`config.mk`:
```
export PLATFORM = sky130hd
export DESIGN_NAME = seq_detect_param
export DESIGN_NICKNAME = d
export VERILOG_FILES = /design/src/rtl/seqdet_pkg.sv /design/src/rtl/seqdet_sat_cnt.sv /design/src/rtl/seq_detect_param.sv
export SDC_FILE = /design/constraint.sdc
export NUM_CORES = 1
export LEC_CHECK = 0
export CAP_MARGIN = 20
export CORE_UTILIZATION = 39
export CTS_BUF_LIST = sky130_fd_sc_hd__clkbuf_8
export DETAILED_ROUTE_END_ITERATION = 7
export GPL_TIMING_DRIVEN = 0
export PLACE_DENSITY_LB_ADDON = 0.1
export REMOVE_ABC_BUFFERS = 1
export SLEW_MARGIN = 15
export SYNTH_ARGS = -nofsm -noshare
export SYNTH_HDL_FRONTEND = slang
export SYNTH_SLANG_ARGS = --single-unit
```
`constraint.sdc`:
```
create_clock -name clk -period 1.2 [get_ports clk]
set_input_delay 0.24 -clock clk [delete_from_list [all_inputs] [get_ports clk]]
set_output_delay 0.24 -clock clk [all_outputs]
set_load 0.05 [all_outputs]
```
`src/rtl/seqdet_pkg.sv`:
```
// Shared types and legal parameter ranges for the serial pattern detector.
package seqdet_pkg;

    typedef enum logic [0:0] {
        StFill,
        StHunt
    } seqdet_state_e;

    localparam int unsigned PAT_W_MIN = 2;
    localparam int unsigned PAT_W_MAX = 16;
    localparam int unsigned CNT_W_MIN = 1;
    localparam int unsigned CNT_W_MAX = 32;

    // Fill counter must represent 0..pat_w inclusive.
    function automatic int unsigned fill_width(int unsigned pat_w);
        return $clog2(pat_w + 1);
    endfunction

endpackage

```
`src/rtl/seqdet_sat_cnt.sv`:
```
// Saturating up-counter with synchronous clear; clear wins over increment.
module seqdet_sat_cnt #(
    parameter int unsigned CNT_W = 8
) (
    input  logic             clk,
    input  logic             rst_n,
    input  logic             inc,
    input  logic             clr,
    output logic [CNT_W-1:0] cnt
);

    logic [CNT_W-1:0] cnt_q;

    always_ff @(posedge clk or negedge rst_n) begin
        if (!rst_n) begin
            cnt_q <= '0;
        end else if (clr) begin
            cnt_q <= '0;
        end else if (inc && (cnt_q != '1)) begin
            cnt_q <= cnt_q + 1'b1;
        end
    end

    assign cnt = cnt_q;

endmodule

```
`src/rtl/seq_detect_param.sv`:
```
// Runtime-configurable serial pattern detector with overlap control.
// Define SEQDET_CNT_EN to build in the saturating match counter and cnt_clr.
module seq_detect_param
    import seqdet_pkg::*;
#(
    parameter int unsigned      PAT_W     = 3,
    parameter int unsigned      CNT_W     = 8,
    parameter logic [PAT_W-1:0] RESET_PAT = PAT_W'(3'b101),
    parameter bit               RESET_OVL = 1'b1
) (
    input  logic             clk,
    input  logic             rst_n,
    input  logic             in,
    input  logic             in_valid,
    input  logic             cfg_load,
    input  logic [PAT_W-1:0] pattern,
    input  logic             overlap,
    input  logic             cnt_clr,
    output logic             out,
    output logic [CNT_W-1:0] match_cnt
);

    localparam int unsigned FILL_W = fill_width(PAT_W);

    if (PAT_W < PAT_W_MIN || PAT_W > PAT_W_MAX) begin : gen_bad_pat_w
        $error("seq_detect_param: PAT_W out of legal range");
    end
    if (CNT_W < CNT_W_MIN || CNT_W > CNT_W_MAX) begin : gen_bad_cnt_w
        $error("seq_detect_param: CNT_W out of legal range");
    end

    seqdet_state_e    state_q;
    logic [FILL_W-1:0] fill_q;
    logic [PAT_W-1:0] hist_q;
    logic [PAT_W-1:0] pat_q;
    logic             ovl_q;
    logic             out_q;

    logic [PAT_W-1:0] hist_shift;
    logic             full_next;
    logic             match;

    always_comb begin
        hist_shift = {hist_q[PAT_W-2:0], in};
        // Window is full after this bit if already hunting or this bit completes the fill.
        full_next  = (state_q == StHunt) || (fill_q == FILL_W'(PAT_W - 1));
        match      = in_valid && !cfg_load && full_next && (hist_shift == pat_q);
    end

    always_ff @(posedge clk or negedge rst_n) begin
        if (!rst_n) begin
            state_q <= StFill;
            fill_q  <= '0;
            hist_q  <= '0;
            pat_q   <= RESET_PAT;
            ovl_q   <= RESET_OVL;
            out_q   <= 1'b0;
        end else if (cfg_load) begin
            state_q <= StFill;
            fill_q  <= '0;
            hist_q  <= '0;
            pat_q   <= pattern;
            ovl_q   <= overlap;
            out_q   <= 1'b0;
        end else begin
            out_q <= match;
            if (in_valid) begin
                hist_q <= hist_shift;
                if (match && !ovl_q) begin
                    state_q <= StFill;
                    fill_q  <= '0;
                end else if (full_next) begin
                    state_q <= StHunt;
                    fill_q  <= FILL_W'(PAT_W);
                end else begin
                    state_q <= StFill;
                    fill_q  <= fill_q + 1'b1;
                end
            end
        end
    end

    assign out = out_q;

`ifdef SEQDET_CNT_EN
    seqdet_sat_cnt #(
        .CNT_W(CNT_W)
    ) u_sat_cnt (
        .clk  (clk),
        .rst_n(rst_n),
        .inc  (match),
        .clr  (cnt_clr),
        .cnt  (match_cnt)
    );
`else
    logic unused_cnt_clr;
    assign unused_cnt_clr = cnt_clr;
    assign match_cnt      = '0;
`endif

endmodule

```
## Yosys cells after proc, flatten, opt, wreduce, memory -nomap -nowiden

Cells that the tools add are included.

| word-level totals | value |
|---|---|
| flip-flop bits (word level) | 10 |
| bits of input ports | 10 |
| output and inout bits | 9 |
| logic and storage cells | 28 |

| operators by class | value |
|---|---|
| $add $sub $neg | 1 |
| eq/ne operators | 2 |
| multiplexer cells | 11 |
| reductions and logical operators | 8 |

Operators by type and width:

| kind | count |
|---|---|
| two-way mux 2 bit | 6 |
| two-way mux 1 bit | 5 |
| logical AND 1 bit | 4 |
| equality test 3 bit | 1 |
| adder 2 x 1 -> 2 bit, second input constant | 1 |
| equality test 2 bit, second input constant | 1 |
| zero test 1 bit | 2 |
| nonzero test 2 bit | 1 |
| logical OR 1 bit | 1 |

## Longest topological paths before layout

| logic depth | value |
|---|---|
| word-level depth | 8 |
| depth in mapped cells | 6 |
| depth with buffers taken out | 6 |

## Worst setup path after synthesis

Ideal clock, no wire load.

| timing | value |
|---|---|
| path type | register to register |
| start | register fill_q[0] |
| end | register fill_q[1] |
| library setup time | 0.121 ns |
| data arrival time | 1.200 ns |
| required time | 1.079 ns |
| setup slack | -0.121 ns |
| cell stages (with the launch flop) | 7 |
| buffers on the path | 0 |
| clock period less this slack | 1.321 ns |
| cell sequence | dfrtp_1 > inv_1 > ha_1 > nor2_1 > or3b_4 > nor3_2 > o21ai_1 |

| on the way | value |
|---|---|
| cells in the longest elaborated chain, start to end | 8 |
| elaborated cells on any way between the ends | 10 |
| classes of those cells | add/sub (1); eq/ne (1); mux (4); reduce/logical (4) |

Ends and longest elaborated chain:

| element | RTL line | source |
|---|---|---|
| start: declaration | seq_detect_param.sv:33 | `logic [FILL_W-1:0] fill_q;` |
| start signal: assignment | seq_detect_param.sv:74 | `fill_q <= FILL_W'(PAT_W);` |
| start signal: assignment | seq_detect_param.sv:77 | `fill_q <= fill_q + 1'b1;` |
| equality test 2 bit | seq_detect_param.sv:46 | `full_next = (state_q == StHunt) \|\| (fill_q == FILL_W'(PAT_W - 1));` |
| logical OR 1 bit | seq_detect_param.sv:46 |  |
| logical AND 1 bit (2 in a row) | seq_detect_param.sv:47 | `match = in_valid && !cfg_load && full_next && (hist_shift == pat_q);` |
| logical AND 1 bit | seq_detect_param.sv:69 | `if (match && !ovl_q) begin` |
| two-way mux 2 bit (*) | seq_detect_param.sv:69 |  |
| two-way mux 2 bit (*) | seq_detect_param.sv:67 | `if (in_valid) begin` |
| two-way mux 2 bit (*) | seq_detect_param.sv:58 | `end else if (cfg_load) begin` |

Every way passes the cells marked *; elsewhere a longest branch is shown, timed or not. The select of a mux whose other input is x is not followed.
A chain may end at the register's enable or synchronous reset.

## Worst setup path after layout

Same ends and word-level chain as after synthesis.

==> metrics.md <==
| Metric | Value |
|---|---|
| Fin nets | `75` |
| Max IR drop VDD | `841 uV` |
| Max Cap Viol | `0` |
| Total track usage | `0.126` |
| Setup violations, final | `4` |
| Via count of the routed design | `371` |
| Initial antenna violation count | `0` |
| Share of cells above drive strength 1 | `0.317` |
| Worst R2R End | `fill_q[1]` |
| Vias per inst | `4.76` |
| Die width | `39.6 um` |
| Reg2Reg Depth | `6` |
| Skew final | `around 0.002 ns` |
| Crit path buf inv count | `1` |
| Cell variety after synth | `20` |
| Worst-case clock buffer depth | `2` |
| RD Place Congestion | `around 0.65` |
| Num rows | `13` |
| Initial DRT Pass Iterations | `2` |
| Worst EP required | `roughly 1.3 ns` |
| Critical Path Source Type | `flop` |
| Post-detail-place hpwl | `about 560 um` |
| DRC Markers | `0` |
| Post-synth EDFFs | `0` |
| Starting Density | `0.423` |
| Placed cells | `72` |
| FF-to-FF Start | `fill_q[0]` |
| Post-detailed-routing wire length | `roughly 760 um` |
| Switching Share | `0.262` |
| Max incr delay on CP | `roughly 0.37 ns` |
| Final WS setup | `-0.147 ns` |
| Avg WL per Cell | `9.79 um` |
| Final Cycle Share | `1.12` |
| Area grow syn2layout | `25.5%` |
| Core area | `about 0.0013 mm2` |
| Top cells by count, synth | `buf_4 (9), dfrtp_1 (7), nor2_1 (6), mux2_2 (5), nand2_1 (4)` |
| Post-Layout Cell Count | `about 80` |
| CP arrival | `between 1 and 1.5 ns` |
| Die Y-Extent | `slightly below 40 um` |
| Clk slew on worst S/H paths | `roughly 0.050 ns` |
| P_leak | `roughly 0.30 nW` |
| Routed Antenna Nets | `0` |
| Critical path type | `flop to flop` |
| Later-pin clock latency in the skew report | `between 0.2 and 0.25 ns` |
| Post-synthesis instance total | `51` |
| PortBufs | `9` |
| Top-count cell post-synth | `buf_4` |
| Io pins | `19` |
| Seq/Total Area, Yosys | `0.461` |
| Clk network pwr share | `0.406` |
| Outcome | `complete, but fails checks` |
| Clock buffers created by TritonCTS | `3` |
| CTS tree | `yes` |
| Net switching power | `0.000268 W` |
| Post-synth top area cell | `dfrtp_1` |
| Mapped Area | `~550 um2` |
| Number of DRC markers in iteration 0 | `3` |
| Grt total ovfl | `0` |
| CTS sink count | `10` |
| Final Util | `0.531` |
| Clk root buf | `clkbuf_8` |
| Post-synth top flop | `dfrtp_1` |
| H-tree lvl count | `1` |
| Die area | `approximately 0.0016 mm2` |
| HP Class | `input pin to async pin` |
| Unrepaired setup endpoints after global routing | `yes` |
| Max Fclk | `743 MHz` |
| Yosys top cell area share | `0.318` |
| Number of diodes | `0` |
| Worst path slowest cell | `dfrtp_1` |
| Flop and latch count out of synthesis | `10` |
| Share of power burned in registers | `0.390` |
| Largest cells by area after synthesis | `dfrtp_1 (32%), dfstp_2 (14%), buf_4 (12%)` |
| Worst-path cell chain | `inv_2 -> ha_4 -> nor2_2 -> or3b_4 -> nor3_2 -> o21ai_1` |
| Pre-CTS WS | `-0.504 ns` |
| Reg-to-reg slack, setup | `-0.15 ns` |
| Final hold violations | `0` |
| Async SR Flop Fraction | `1.00` |
| Violated checks | `setup timing` |
| Largest net degree at the start of global routing | `11` |
| CP max FO | `3` |
| CP top delay family | `simple AND/OR/NAND/NOR gates` |
| Vias in the first global route | `between 300 and 400` |
| Final worst path period need | `roughly 1.3 ns` |
| Global-route wire length before repair | `~1300 um` |
| Fin. max-slew vios | `0` |
| Critical path endpoint category | `flop` |
| Ys Warns | `0` |
| P_int | `0.000753 W` |
| Combinational Power Share | `0.204` |
| Syn_area_per_cell | `roughly 11 um2` |
| Pwr Density | `between 1000 and 1500 mW/mm2` |
## metrics by stage
| stage | power (W) | cell area [um2] | TNS (ns) | hold WS (ns) |
|---|---|---|---|---|
| final | 0.00102 | 691 | -0.409 | 0.318 |
| after global placement | 0.000590 | 607 | -2.74 | 0.493 |
| after CTS | 0.00103 | 691 | -0.445 | 0.332 |
| after global routing | 0.00108 | 691 | -0.749 | 0.357 |
| after floorplan | 0.000534 | 498 | -0.141 | -0.0556 |
| after detailed placement | 0.000592 | 607 | -2.69 | 0.505 |
## layout by cell type (no fill, tap or decap)
cell type and instances:
ha_4 1, conb_1 8, clkdlybuf4s50_1 6, nand2_1 4, dlygate4sd2_1 2, a21oi_1 1, nor3_2 1, inv_2 1
o21ai_1 2, buf_4 2, o221ai_1 1, mux2_2 5, xnor2_1 3, clkbuf_8 4, mux2i_1 2, clkdlybuf4s15_2 1
nor2_2 1, or3b_4 1, nor2_1 5, nand3b_1 1, nand3_1 1, dfrtp_1 7, dfstp_2 3
## power groups by stage
stage,clock network [W],registers [W],logic [W]
2_1_floorplan,0,0.000396,0.000138
3_3_place_gp,0,0.000400,0.000190
3_5_place_dp,0,0.000400,0.000192
4_1_cts,0.000420,0.000399,0.000210
5_1_grt,0.000440,0.000401,0.000236
6_report,0.000414,0.000398,0.000209
## sequential cells by signal, summed over array words and instances, names as in the netlist
signal / flops
pat_q: 3
fill_q: 2
hist_q: 2
out: 1
ovl_q: 1
state_q: 1
## worst max path at each step
stage / start / end / depth (start not counted)
2_1_floorplan: fill_q[0] / fill_q[1] / 6
3_3_place_gp: cfg_load / fill_q[1] / 4
3_5_place_dp: cfg_load / fill_q[1] / 4
4_1_cts: fill_q[0] / fill_q[1] / 6
5_1_grt: fill_q[0] / fill_q[1] / 6
6_report: fill_q[0] / fill_q[1] / 6
## final cells by class
cell class                 count  area (um2)
inverter                       1        3.75
timing repair buffer          11         104
sequential                    10         254
multi-input combinational     37         255
tap                           15        18.8
clock buffer                   4        55.1
fill                         118         611
## worst register-to-register path, stage by stage, from the launching register on
cell     delay (ns)
dfrtp_1        0.37
inv_2          0.08
ha_4           0.14
nor2_2         0.04
or3b_4         0.37
nor3_2         0.16
o21ai_1        0.07
## kinds of logic after synthesis
kind of cell	Yosys count	synth area share
AO/OA/AOI/OAI	4	0.0432
AND/OR/NAND/NOR	14	0.130
other	1	0.00681
adder cells (fa/ha/maj)	1	0.0227
flip-flops	10	0.461
XOR/XNOR	3	0.0477
multiplexers	7	0.139
buffers and inverters	11	0.150
## what timing repair did
| action | 4_1_cts | 5_1_grt |
|---|---|---|
| setup endpoints to repair | 6 | 4 |
| pin swaps | 1 | 0 |
| hold buffers | 0 | 0 |
| buffers inserted | 2 | 0 |
| resized for setup | 10 | 0 |
## layer usage
layer | GRT usage | part of all wire | vias up
li1 | - | - | 178
met1 | 0.161 | 0.43 | 176
met2 | 0.184 | 0.49 | 15
met3 | 0.0341 | 0.064 | 2
met4 | 0.0776 | 0.016 | 0
met5 | 0 | 0 | -
Power figures use the tool's default switching activity.
